File: config.mk
export PLATFORM = sky130hd
export DESIGN_NAME = rr_reg_arbiter
export DESIGN_NICKNAME = d
export VERILOG_FILES = /design/src/rtl/rr_reg_arbiter.sv
export SDC_FILE = /design/constraint.sdc
export NUM_CORES = 1
export LEC_CHECK = 0
export BUFFER_PORTS_ARGS = -buffer_cell sky130_fd_sc_hd__buf_4
export CORE_AREA = 2 2 50 52
export DETAILED_ROUTE_END_ITERATION = 16
export DIE_AREA = 0 0 52 54
export HOLD_SLACK_MARGIN = 0.06
export PLACE_DENSITY = 0.77
export RECOVER_POWER = 100
export SLEW_MARGIN = 0
export SYNTH_ARGS = -nofsm -noshare
export SYNTH_HDL_FRONTEND = slang
export SYNTH_SLANG_ARGS = --single-unit
File: constraint.sdc
create_clock -name clk -period 2.25 [get_ports clk]
set_clock_uncertainty 0.15 [all_clocks]
set_input_delay 0.3375 -clock clk [delete_from_list [all_inputs] [get_ports clk]]
set_output_delay 0.3375 -clock clk [all_outputs]
set_load 0.01 [all_outputs]
File: src/rtl/rr_reg_arbiter.sv
// -----------------------------------------------------------------------------
// rr_reg_arbiter
//
// Round-robin arbiter that lets NUM_REQ requesters share one registered
// holding stage. Each cycle at most one requester is granted. Its word is
// captured into the holding register, which drives a valid/ready output port.
// A drain and a fill can happen on the same edge, so the stage sustains one
// word per cycle.
//
// Ports
//   clk        rising-edge clock
//   reset      synchronous, active-low reset
//   req_valid  per-requester valid, bit i = requester i
//   req_data   packed requester data, requester i at [i*DATA_W +: DATA_W]
//   req_ready  one-hot-or-zero grant back to the requesters
//   out_valid  holding register contains a word
//   out_data   holding register contents
//   out_src    index of the requester that supplied out_data
//   out_ready  downstream accepts the held word
// -----------------------------------------------------------------------------
module rr_reg_arbiter #(
   parameter  int NUM_REQ = 4,
   parameter  int DATA_W  = 8,
   localparam int SRC_W   = $clog2(NUM_REQ)
) (
   input  logic                      clk,
   input  logic                      reset,
   input  logic [NUM_REQ-1:0]        req_valid,
   input  logic [NUM_REQ*DATA_W-1:0] req_data,
   output logic [NUM_REQ-1:0]        req_ready,
   output logic                      out_valid,
   output logic [DATA_W-1:0]         out_data,
   output logic [SRC_W-1:0]          out_src,
   input  logic                      out_ready
);

   localparam int unsigned NR = NUM_REQ;

   logic              out_valid_q, out_valid_d;
   logic [DATA_W-1:0] out_data_q,  out_data_d;
   logic [SRC_W-1:0]  out_src_q,   out_src_d;
   logic [SRC_W-1:0]  last_grant_q, last_grant_d;

   logic              can_accept;
   logic              found;
   logic [SRC_W-1:0]  winner;
   logic [DATA_W-1:0] win_data;
   logic              fill;
   logic              drain;

   assign can_accept = !out_valid_q || out_ready;

   // Search starts one past the last granted index and wraps upward, so
   // the previous winner is considered last.
   always_comb begin
      int unsigned      cand;
      logic [SRC_W-1:0] sel;
      found  = 1'b0;
      winner = '0;
      cand   = 0;
      sel    = '0;
      for (int unsigned k = 1; k <= NR; k++) begin
         cand = (32'(last_grant_q) + k) % NR;
         sel  = SRC_W'(cand);
         if (!found && req_valid[sel]) begin
            found  = 1'b1;
            winner = sel;
         end
      end
   end

   always_comb begin
      win_data = '0;
      for (int unsigned i = 0; i < NR; i++) begin
         if (winner == SRC_W'(i)) begin
            win_data = req_data[i*DATA_W +: DATA_W];
         end
      end
   end

   // Grant is suppressed while reset is held so nothing is handed out on
   // an edge that will discard it.
   assign fill  = found && can_accept && reset;
   assign drain = out_valid_q && out_ready;

   always_comb begin
      req_ready = '0;
      if (fill) begin
         req_ready[winner] = 1'b1;
      end
   end

   always_comb begin
      out_valid_d  = out_valid_q;
      out_data_d   = out_data_q;
      out_src_d    = out_src_q;
      last_grant_d = last_grant_q;
      if (fill) begin
         out_valid_d  = 1'b1;
         out_data_d   = win_data;
         out_src_d    = winner;
         last_grant_d = winner;
      end else if (drain) begin
         out_valid_d  = 1'b0;
      end
   end

   always_ff @(posedge clk) begin
      if (!reset) begin
         out_valid_q  <= 1'b0;
         out_data_q   <= '0;
         out_src_q    <= '0;
         last_grant_q <= SRC_W'(NUM_REQ - 1);
      end else begin
         out_valid_q  <= out_valid_d;
         out_data_q   <= out_data_d;
         out_src_q    <= out_src_d;
         last_grant_q <= last_grant_d;
      end
   end

   assign out_valid = out_valid_q;
   assign out_data  = out_data_q;
   assign out_src   = out_src_q;

endmodule

; ---- Word-level counts from Yosys, hierarchy flattened
; Cells that the tools add are included.
[op_classes]
addsub = 4
multipliers = 0
div = 0
n_lt_le_gt_ge = 6
n_eq_ne = 3
shift = 0
mux = 25
bitwise = 0
reduce_logical = 14
[ops]
columns = operator, count
row1 = two-way mux 8 bit, 4
row2 = < comparator 2 x 3 -> 1 bit (second input constant), 5
row3 = two-way mux 1 bit, 11
row4 = binary-select mux 1 bit (select 2 bit), 4
row5 = two-way mux 2 bit, 4
row6 = logical AND 1 bit, 7
row7 = adder 2 x 1 -> 2 bit (second input constant), 2
row8 = adder 2 bit (second input constant), 2
row9 = equality test 2 bit (second input constant), 2
row10 = logical NOT 1 bit, 4
row11 = two-way mux 4 bit, 1
row12 = demux 1 bit (select 2 bit), 1
row13 = equality test 2 x 1 -> 1 bit (second input constant), 1
row14 = greater-or-equal comparator 2 x 1 -> 1 bit (second input constant), 1
row15 = logical NOT 2 bit, 1
row16 = nonzero test 2 bit, 1
row17 = logical OR 1 bit, 1
[totals]
regBits = 13
latchBits = 0
mem_bits_rw = 0
mem_bits_ro = 0
inputBits = 39
elab_cells = 56
memories = 0

; ---- Longest topological paths before layout
; Gate-level depths: netlist of run 1.
[depth]
ltp_word = 18
mapped_depth = 8

; ---- Worst setup path before layout of run 1
; OpenSTA, ideal clock, no wires.
[synth_timing]
path_type = input -> output
start = in req_valid[0]
end = out req_ready[3]
t_arrival_ns = 1.511
required_time_ns = 1.762
slack_ns = 0.251
cell_stages = 7
path_buffers = 2
path_cell_list = or2_1 a311o_1 buf_6 buf_6 inv_2 nand3_1 nor2b_1
[synth_via]
elab_chain_len = 17
elab_cells_between_ends = 30
[synth_lines]
columns = element, line
row1 = start: declaration, 28  ; input logic [NUM_REQ-1:0] req_valid,
row2 = binary-select mux 1 bit (select 2 bit), 65  ; if (!found && req_valid[sel]) begin
row3 = two-way mux 1 bit (not written as such), 65
row4 = two-way mux 1 bit, 65
row5 = logical NOT 1 bit, 65
row6 = logical AND 1 bit, 65
row7 = two-way mux 1 bit, 65
row8 = logical NOT 1 bit, 65
row9 = logical AND 1 bit, 65
row10 = two-way mux 1 bit, 65
row11 = logical NOT 1 bit, 65
row12 = logical AND 1 bit, 65
row13 = two-way mux 2 bit, 65
row14 = < comparator 2 x 3 -> 1 bit (not written as such) / greater-or-equal comparator 2 x 1 -> 1 bit (equally long branches), 89  ; req_ready[winner] = 1'b1;
row15 = logical AND 1 bit (not written as such), 89
row16 = two-way mux 1 bit (not written as such), 89
row17 = demux 1 bit (select 2 bit), 89
row18 = two-way mux 4 bit (*), 88  ; if (fill) begin
row19 = end: declaration, 30  ; output logic [NUM_REQ-1:0] req_ready,
; Every way passes the cells marked *; elsewhere a longest branch is shown, timed or not. The select of a mux whose other input is x is not followed.

; ---- Worst setup path after layout of run 1
[layout_timing]
start = reg last_grant_q[0]
end = out req_ready[3]
[layout_via]
elab_chain_len = 18
elab_cells_between_ends = 34
[layout_lines]
columns = element, line
row1 = start: declaration, 42  ; logic [SRC_W-1:0] last_grant_q, last_grant_d;
row2 = start signal: assignment, 113  ; last_grant_q <= SRC_W'(NUM_REQ - 1);
row3 = start signal: assignment, 118  ; last_grant_q <= last_grant_d;
row4 = adder 2 x 1 -> 2 bit, 63  ; cand = (32'(last_grant_q) + k) % NR;
row5 = binary-select mux 1 bit (select 2 bit), 65
row6 = two-way mux 1 bit (not written as such), 65
row7 = two-way mux 1 bit, 65
row8 = logical NOT 1 bit, 65
row9 = logical AND 1 bit, 65
row10 = two-way mux 1 bit, 65
row11 = logical NOT 1 bit, 65
row12 = [2 not listed], --
row13 = logical NOT 1 bit, 65
row14 = logical AND 1 bit, 65
row15 = two-way mux 2 bit, 65
row16 = < comparator 2 x 3 -> 1 bit (not written as such) / greater-or-equal comparator 2 x 1 -> 1 bit (equally long branches), 89
row17 = logical AND 1 bit (not written as such), 89
row18 = two-way mux 1 bit (not written as such), 89
row19 = demux 1 bit (select 2 bit), 89
row20 = two-way mux 4 bit (*), 88
; Marks and branches as above.

==> results of run 1 <==
==> cell type report <==
class / count / area, sq um / share of cell area
clock buffers: 4 / 26.3 / 0.0201
inverters: 4 / 15.0 / 0.0115
multi-input cells: 97 / 589 / 0.450
flip-flops and latches: 13 / 262 / 0.200
well taps: 30 / 37.5 / 0.0287
repair buffers: 59 / 380 / 0.290
==> registers in the layout, summed over array words and instances (netlist names) <==
register / cells
out_valid: 1
out_data: 8
out_src: 2
last_grant_q: 2
==> synth_stat cells (2+ instances only) <==
| cell type | number |
|---|---|
| o2111a_1 | 6 |
| inv_1 | 3 |
| o2111ai_1 | 6 |
| a21o_1 | 2 |
| nand2_1 | 13 |
| buf_2 | 4 |
| mux2i_1 | 2 |
| clkbuf_1 | 3 |
| nor2_1 | 23 |
| o211ai_1 | 2 |
| a21boi_1 | 2 |
| a21oi_1 | 9 |
| nand2b_1 | 2 |
| buf_6 | 2 |
| nor2b_1 | 3 |
| o21ai_0 | 5 |
| dfxtp_1 | 13 |
| nand3_1 | 5 |
==> cell families after synthesis <==
logic type | count (synthesis) | share of synthesized area
DFF | 13 | 0.282
muxes | 3 | 0.0339
AOI/OAI and AO/OA | 41 | 0.346
and+or+nand+nor | 53 | 0.259
buffers and inverters | 14 | 0.0799
==> worst max-delay path, cell delays in order, from the launching register on <==
cell,delay (ns)
dfxtp_2,0.36
nand2b_2,0.21
a311o_1,0.41
inv_2,0.07
nand3_1,0.08
nor2b_1,0.12
buf_4,0.12
==> routing by layer <==
metal  global-route usage  share of wire  up-vias
met5                    0              0        -
met4               0.0965          0.016        0
met3               0.0472          0.084        6
met2                0.352           0.49       57
met1                0.248           0.41      516
li1                     -              -      555
==> what timing repair did <==
item,CTS,global route
endpoints found under the setup margin,2,4
buffers inserted,1,1
cloned,0,0
resized for setup,0,1
pin swaps,1,1
==> worst paths after layout <==
path / startpoint / endpoint / slack (ns) / cells after the start
worst min-delay path: req_data[27] / out_data[3] / 0.17 / 3
worst min register to register: out_src[1] / out_src[1] / 0.32 / 2
worst max-delay path: last_grant_q[0] / req_ready[3] / 0.11 / 6
worst max register to register: last_grant_q[0] / out_data[2] / 0.21 / 7
==> power by group through the flow <==
stage          logic [W]  registers [W]  clock network, W
2_1_floorplan   0.000169       0.000291                 0
3_3_place_gp    0.000296       0.000283                 0
3_5_place_dp    0.000304       0.000285                 0
4_1_cts         0.000309       0.000280          0.000156
5_1_grt         0.000313       0.000285          0.000169
6_report        0.000285       0.000281          0.000152
==> per-stage QoR <==
step | utilization | power, W | cells
after floorplan | - | 0.000461 | 124
after global placement | 0.573 | 0.000580 | 201
after detailed placement | 0.573 | 0.000589 | 201
after CTS | 0.588 | 0.000745 | 206
after global routing | 0.565 | 0.000767 | 207
final | 0.565 | 0.000718 | 207
==> results by group, run 1 <==
Min path
  – Worst Hold Class: input pin to flop

Power and ir drop
  – Internal Power: around 0.00047 W
  – PD cells: 548 mW/mm^2
  – Net Sw Frac: 0.351
  – Sw power: 0.000252 W
  – Clk pwr share: 0.212
  – Leak Pwr: 0.582 nW
  – VDD IR-drop max: 0.420 mV
  – Seq pwr share: 0.391
  – Comb power frac: 0.397

Floorplanning
  – Die area: ~0.0028 sq mm
  – Chip width: 52 um
  – Chip Height: 54 um
  – Std cell rows: 18
  – Core area: 0.00232 sq mm
  – # IOs: 54
  – Initial Util: 0.398

Setup path
  – Crit Path Class: flop to output pin
  – CP Launch Type: flop
  – Worst setup EP type: output pin
  – CP max FO: 8
  – Worst path arrival time: 1.65 ns
  – Critical Path RT: 1.76 ns

Route
  – WL/cell: 13.8 um
  – Final antenna-violating net count: 0
  – DR pass1 iterations: 4
  – DRC viols: 0
  – Vias/cell: 5.48
  – Starting DRT DRC Count: 24
  – Vias: 1134
  – Drt total wl: 2860 um

Placement
  – Final Wtd Congestion: between 0.7 and 0.8
  – DP Area: 0.00133 sq mm
  – Dpl hpwl: 2190 um
  – Post-place setup slack: 0.177 ns
  – PortBufs: 53

Job
  – Total of max-cap violations: 0

Synthesis
  – Top cells by area, synth: dfxtp_1 (28%), nor2_1 (9.3%), o2111a_1 (7.3%), o2111ai_1 (5.7%), nand2_1 (5.3%)
  – Synth Instances: 124
  – Cell Area, Synth: ~920 sq um
  – Synth area leader: dfxtp_1
  – Count of state elements after synthesis: 13
  – Synth unique cells: 37
  – Top cell type's share of synthesized area: 0.282
  – Synth warn: 0
  – Mean Syn Cell Area: 7.45 sq um
  – Syn nets: 163
  – Ys async rst share: 0
  – Primary FF master, synth: dfxtp_1
  – Fraction of the yosys area taken by sequential cells: 0.282
  – EDFF count, synth: 0

STA
  – Worst slew pin tran: around 0.46 ns
  – Final worst slack: between 0.1 and 0.15 ns
  – Shortest period the worst path allows: between 2 and 2.5 ns
  – Setup tns final: 0 ns
  – Slew margin rel.: 0.694
  – Hold Slack: about 0.17 ns
  – Setup violations, final: 0
  – RSZ-0062 raised after global routing: no
  – Max Clock Freq: 468 MHz
  – Final hold viol count: 0
  – Slew Viols, Final: 0
  – Period utilisation layout: 0.950

GRT
  – Largest net degree at the start of global routing: 18
  – Initial antenna violation count: 0
  – Vias in the first global route: 1030
  – Gr usage total: 0.207
  – Gr ovfl total: 0
  – First-pass GRT wire length: roughly 4400 um

Layout
  – Fin nets: 217
  – FILL cells: approximately 240
  – Most frequent cells in the layout: buf_4 (42), nor2_1 (23), clkbuf_1 (17)
  – Share of cells above drive strength 1: 0.294
  – Most common cell after layout, fill and taps aside: buf_4
  – Final Instance Area: between 0.001 and 0.0015 sq mm
  – Syn-to-layout area delta: 41.9%
  – Ant diodes: 0

Clock tree
  – Hold Buf Count CTS: 0
  – Reg clk slew, reported paths: 0.09 ns
  – CTS tree: yes
  – CTS root buffer: clkbuf_4
  – Sink Count: 13
  – Clk buf depth: 2
  – Num CTS Buffers: 3
  – Clock latency on the worst-skew pair: 0.28 ns
  – Htree depth: 1

Run status
  – Outcome: complete, no violations
No activity file was read; power rests on OpenSTA's default activity.
==> run 2: changes to the inputs <==
--- a/config.mk
+++ b/config.mk
@@ -6,11 +6,13 @@
 export NUM_CORES = 1
 export LEC_CHECK = 0
 export BUFFER_PORTS_ARGS = -buffer_cell sky130_fd_sc_hd__buf_4
-export CORE_AREA = 2 2 50 52
+export CELL_PAD_IN_SITES_DETAIL_PLACEMENT = 0
+export CELL_PAD_IN_SITES_GLOBAL_PLACEMENT = 2
+export CORE_AREA = 2 2 70 72
 export DETAILED_ROUTE_END_ITERATION = 16
-export DIE_AREA = 0 0 52 54
+export DIE_AREA = 0 0 72 74
 export HOLD_SLACK_MARGIN = 0.06
-export PLACE_DENSITY = 0.77
+export PLACE_DENSITY = 0.75
 export RECOVER_POWER = 100
 export SLEW_MARGIN = 0
 export SYNTH_ARGS = -nofsm -noshare
==> run 2 against run 1 <==
Net effect: first-iteration DRC count grew to 2.6 times the previous value; cell count grew 15%; worst setup slack lost 0.021 ns; utilization shrank 26 points; design area grew 8.4%; non-clock buffer count grew 7; register-to-register slack gained 0.05 ns; critical path depth is the same; maximum frequency shrank 0.97%; via count grew 2.6%; sequential share of layout area shrank 1.4 points.
==> results by group, run 2 (synthesis gave the netlist of run 1 again) <==
Run status
  – Outcome: complete, no violations

Placement
  – Final Wtd Congestion: around 0.8
  – Dpl hpwl: 2650 um
  – PortBufs: between 50 and 60

Route
  – DR pass1 iterations: 4
  – WL/cell: 14.7 um
  – Drt total wl: 3500 um
  – DRC viols: 0
  – Vias/cell: 4.89
  – Vias: roughly 1.2k
  – Starting DRT DRC Count: 62
  – Final antenna-violating net count: 0

Floorplanning
  – # IOs: 54
  – Chip Height: 74 um
  – Chip width: 72 um
  – Core area: 0.00460 sq mm
  – Initial Util: 0.201
  – Std cell rows: 25
  – Die area: 0.00533 sq mm

STA
  – Shortest period the worst path allows: 2.16 ns
  – Setup violations, final: 0
  – Setup tns final: 0 ns
  – Slew margin rel.: 0.601
  – Period utilisation layout: 0.960
  – Worst slew pin tran: 0.599 ns
  – Final hold viol count: 0
  – Max Clock Freq: 463 MHz
  – Slew Viols, Final: 0
  – RSZ-0062 raised after global routing: no

Power and ir drop
  – VDD IR-drop max: 0.170 mV
  – Leak Pwr: around 0.63 nW
  – PD cells: roughly 570 mW/mm^2
  – Total power: 0.000813 W

Clock tree
  – Htree depth: 1
  – Clk buf depth: 2
  – Reg clk slew, reported paths: 0.06 ns
  – Num CTS Buffers: 3
  – CTS tree: yes
  – Sink Count: 13
  – Hold Buf Count CTS: 0
  – CTS root buffer: clkbuf_8
  – Clock latency on the worst-skew pair: 0.25 ns

Layout
  – Syn-to-layout area delta: 53.8%
  – Share of cells above drive strength 1: 0.332
  – Finished Core Util: 0.309
  – FILL cells: 531
  – Most frequent cells in the layout: buf_4 (49), nor2_1 (23), clkbuf_1 (17)
  – Most common cell after layout, fill and taps aside: buf_4
  – Ant diodes: 0
  – Fin nets: 224
  – Max reg flops: 8

Setup path
  – Crit Path Class: flop to output pin
  – Critical Path RT: 1.76 ns
  – CP max FO: 7
  – CP Launch Type: flop
  – Cell chain of the critical path: nand2b_2 > a311o_2 > inv_2 > nand3_2 > nor2b_1 > buf_4
  – Worst path arrival time: ~1.7 ns
  – Worst setup EP type: output pin
  – CP max stage cell: a311o_2
  – CP max stage delay: 0.46 ns

GRT
  – Gr usage total: 0.135
  – Gr ovfl total: 0
  – Initial antenna violation count: 0
  – Largest net degree at the start of global routing: 18
  – First-pass GRT wire length: 5610 um
  – Vias in the first global route: 1173

Job
  – Total of max-cap violations: 0

Min path
  – Worst Hold Class: input pin to flop
==> run 2: cell types whose count changed in the layout (fill, tap and decap cells not counted), sizes merged <==
cell  before  now
buf       42   49
==> run 2: routing by layer <==
metal,part of all wire,up-vias,GRT usage
met2,0.49,43,0.243
met5,0,-,0
met4,0.010,0,0.0314
met1,0.43,544,0.163
met3,0.067,4,0.0339
li1,-,573,-
==> run 2: area by class of cell <==
| cell class | instances | area, sq um | area share |
|---|---|---|---|
| Clock buffer | 4 | 45.0 | 0.0317 |
| Sequential cell | 13 | 264 | 0.186 |
| Inverter | 4 | 15.0 | 0.0106 |
| Timing Repair Buffer | 66 | 433 | 0.305 |
| Multi-Input combinational cell | 97 | 596 | 0.419 |
| Tap cell | 54 | 67.6 | 0.0476 |
==> run 2: worst paths after layout <==
path,endpoint,slack (ns),from,cells after the start
worst max-delay path,req_ready[3],0.09,last_grant_q[0],6
worst min-delay path,out_data[2],0.21,req_data[26],3
worst max register to register,out_data[3],0.26,last_grant_q[1],6
worst min register to register,out_src[1],0.32,out_src[1],2
==> run 2: metrics by stage <==
| stage | setup WS (ns) | hold slack (ns) | instance area, sq um | instances |
|---|---|---|---|---|
| global placement | 0.143 | 0.297 | 1390 | 229 |
| global route | 0.0160 | 0.220 | 1420 | 238 |
| CTS | 0.00712 | 0.216 | 1460 | 236 |
| detailed placement | 0.105 | 0.299 | 1390 | 229 |
| floorplan | 0.251 | 0.329 | 923 | 124 |
| finish | 0.0911 | 0.211 | 1420 | 238 |
==> run 2: critical path: cells and delay by family, from the launching register on <==
family	cells	cell delay [ns]
buffers and inverters	2	0.20
DFF	1	0.36
and+or+nand+nor	3	0.38
AOI/OAI and AO/OA	1	0.46
==> run 2: timing repair <==
item	4_1_cts	5_1_grt
resized for setup	0	4
pin swaps	1	1
buffers inserted	3	2
setup endpoints to repair	1	4
==> run 2: power by group <==
group	internal [W]	leakage [nW]	switching, W	total, W
Combinational	0.000154	0.494	0.000159	0.000313
Sequential	0.000260	0.108	0.0000222	0.000282
Clock	0.000125	0.0228	0.0000923	0.000218
Total	0.000540	0.625	0.000274	0.000813
==> run 3: changes to the inputs <==
==> config.mk (replaced) <==
export PLATFORM = sky130hd
export DESIGN_NAME = rr_reg_arbiter
export DESIGN_NICKNAME = d
export VERILOG_FILES = /design/src/rtl/rr_reg_arbiter.sv
export SDC_FILE = /design/constraint.sdc
export NUM_CORES = 1
export LEC_CHECK = 0
export CELL_PAD_IN_SITES_DETAIL_PLACEMENT = 0
export CELL_PAD_IN_SITES_GLOBAL_PLACEMENT = 2
export CORE_AREA = 2 2 58 60
export DETAILED_ROUTE_END_ITERATION = 16
export DIE_AREA = 0 0 60 62
export DONT_BUFFER_PORTS = 1
export HOLD_SLACK_MARGIN = 0.06
export PLACE_DENSITY = 0.75
export RECOVER_POWER = 100
export SETUP_SLACK_MARGIN = 0.5
export SLEW_MARGIN = 0
export SYNTH_ARGS = -nofsm -noshare
export SYNTH_HDL_FRONTEND = slang
export SYNTH_SLANG_ARGS = --single-unit
==> run 3 against run 2 <==
Net effect: cell count down 24%; register-to-register slack worse by 0.02 ns; worst setup slack better by 0.064 ns; sequential power up 5%; critical path type unchanged.
==> results by group, run 3 (synthesis gave the netlist of run 1 again) <==
Run status
  – Outcome: complete, no violations

STA
  – RSZ-0062 raised after global routing: yes
  – Worst slew pin tran: 0.447 ns
  – Slew Viols, Final: 0
  – Period utilisation layout: 0.931
  – Slew margin rel.: 0.701
  – Setup violations, final: 0
  – Shortest period the worst path allows: 2.10 ns
  – Setup tns final: 0 ns
  – Final hold viol count: 0
  – Max Clock Freq: 477 MHz
  – Hold Slack: 0.0733 ns

Floorplanning
  – Initial Util: 0.290
  – Chip width: about 60 um
  – Chip Height: 62 um
  – Die area: 0.00372 sq mm
  – Core area: 0.00318 sq mm
  – # IOs: 54
  – Std cell rows: 21

Clock tree
  – Reg clk slew, reported paths: ~0.080 ns
  – Htree depth: 1
  – CTS root buffer: clkbuf_4
  – Num CTS Buffers: 3
  – CTS tree: yes
  – Clock latency on the worst-skew pair: 0.27 ns
  – Clk buf depth: 2
  – Sink Count: 13

Min path
  – Worst Hold Class: input pin to flop

Setup path
  – Worst R2R End: out_data[7]
  – Worst setup EP type: output pin
  – CP max stage delay: 0.41 ns
  – CP Launch Type: flop
  – Crit Path Class: flop to output pin
  – Reg2reg path depth: 8
  – CP startpoint: last_grant_q[0]
  – CP max FO: 5
  – CP max stage cell: a311o_2
  – Critical Path RT: 1.76 ns
  – Worst path arrival time: between 1.5 and 2 ns
  – FF-to-FF setup slack: 0.24 ns
  – Crit path to: req_ready[3]
  – R2r startpoint: last_grant_q[0]
  – Cell chain of the critical path: nand2b_4 > a311o_2 > inv_1 > nand3_4 > nor2b_1

Route
  – Vias/cell: 5.34
  – Starting DRT DRC Count: 60
  – Vias: between 900 and 1k
  – WL/cell: 15.8 um
  – Drt total wl: 2870 um
  – DR pass1 iterations: 4
  – DRC viols: 0
  – Final antenna-violating net count: 0

Layout
  – Fin nets: around 180
  – Syn-to-layout area delta: 24.8%
  – Share of cells above drive strength 1: 0.222
  – Most frequent cells in the layout: nor2_1 (21), nand2_1 (12), dfxtp_1 (12)
  – Most common cell after layout, fill and taps aside: nor2_1
  – FILL cells: 346
  – Max reg flops: 8
  – Ant diodes: 0

GRT
  – Gr ovfl total: 0
  – Vias in the first global route: 908
  – Gr usage total: 0.156
  – Largest net degree at the start of global routing: 13
  – Initial antenna violation count: 0
  – First-pass GRT wire length: around 4300 um

Power and ir drop
  – VDD IR-drop max: 0.303 mV
  – Leak Pwr: between 0.4 and 0.5 nW
  – PD cells: 608 mW/mm^2

Placement
  – Final Wtd Congestion: 0.823
  – Dpl hpwl: 1980 um
  – PortBufs: 0

Job
  – Total of max-cap violations: 0
## run 3: how the worst min path moves through the flow
stage,slack (ns),end,startpoint,cells after the start
5_1_grt,0.08,out_data[3],reset,2
6_report,0.07,out_data[3],reset,2
4_1_cts,0.07,out_data[3],reset,2
3_5_place_dp,0.27,last_grant_q[1],reset,1
2_1_floorplan,0.33,out_src[1],out_src[1],2
3_3_place_gp,0.26,last_grant_q[1],reset,1
## run 3: report_power, final
group,internal (W),switching (W)
clock network,0.0000687,0.0000775
logic,0.000128,0.000129
registers,0.000260,0.0000372
## run 3: what timing repair did
action | 4_1_cts | 5_1_grt
hold buffers | 1 | 0
endpoints found under the hold margin | 12 | 0
resized for setup | 13 | 7
buffers inserted | 8 | 3
pin swaps | 10 | 2
endpoints found under the setup margin | 12 | 12
## run 3: per-layer routing
metal / global-route usage / vias up / share of wire
li1: - / 475 / -
met2: 0.256 / 37 / 0.48
met4: 0.0730 / 0 / 0.0052
met5: 0 / - / 0
met3: 0.0373 / 2 / 0.084
met1: 0.194 / 453 / 0.43
## run 3: cell type report
class                      instances  area, sq um  share of cell area
clock buffer                       4         26.3              0.0228
inverter                           4         15.0              0.0130
tap                               46         57.6              0.0499
timing repair buffer              17          156               0.136
sequential                        13          262               0.227
multi-input combinational         97          636               0.552
## run 3: critical path, delay by kind of cell (launching register included)
| family | cells | cell delay (ns) |
|---|---|---|
| AOI/OAI and AO/OA | 1 | 0.41 |
| and+or+nand+nor | 3 | 0.44 |
| DFF | 1 | 0.35 |
| buffers and inverters | 1 | 0.13 |
## run 3: stage by stage
step / util / cell area [sq um] / cells / setup slack, ns / power (W)
2_1_floorplan: - / 938 / 124 / 0.322 / 0.000465
3_3_place_gp: 0.308 / 978 / 165 / 0.273 / 0.000499
3_5_place_dp: 0.308 / 978 / 165 / 0.244 / 0.000501
4_1_cts: 0.357 / 1140 / 178 / 0.237 / 0.000697
5_1_grt: 0.362 / 1150 / 181 / 0.107 / 0.000742
6_report: 0.362 / 1150 / 181 / 0.155 / 0.000701
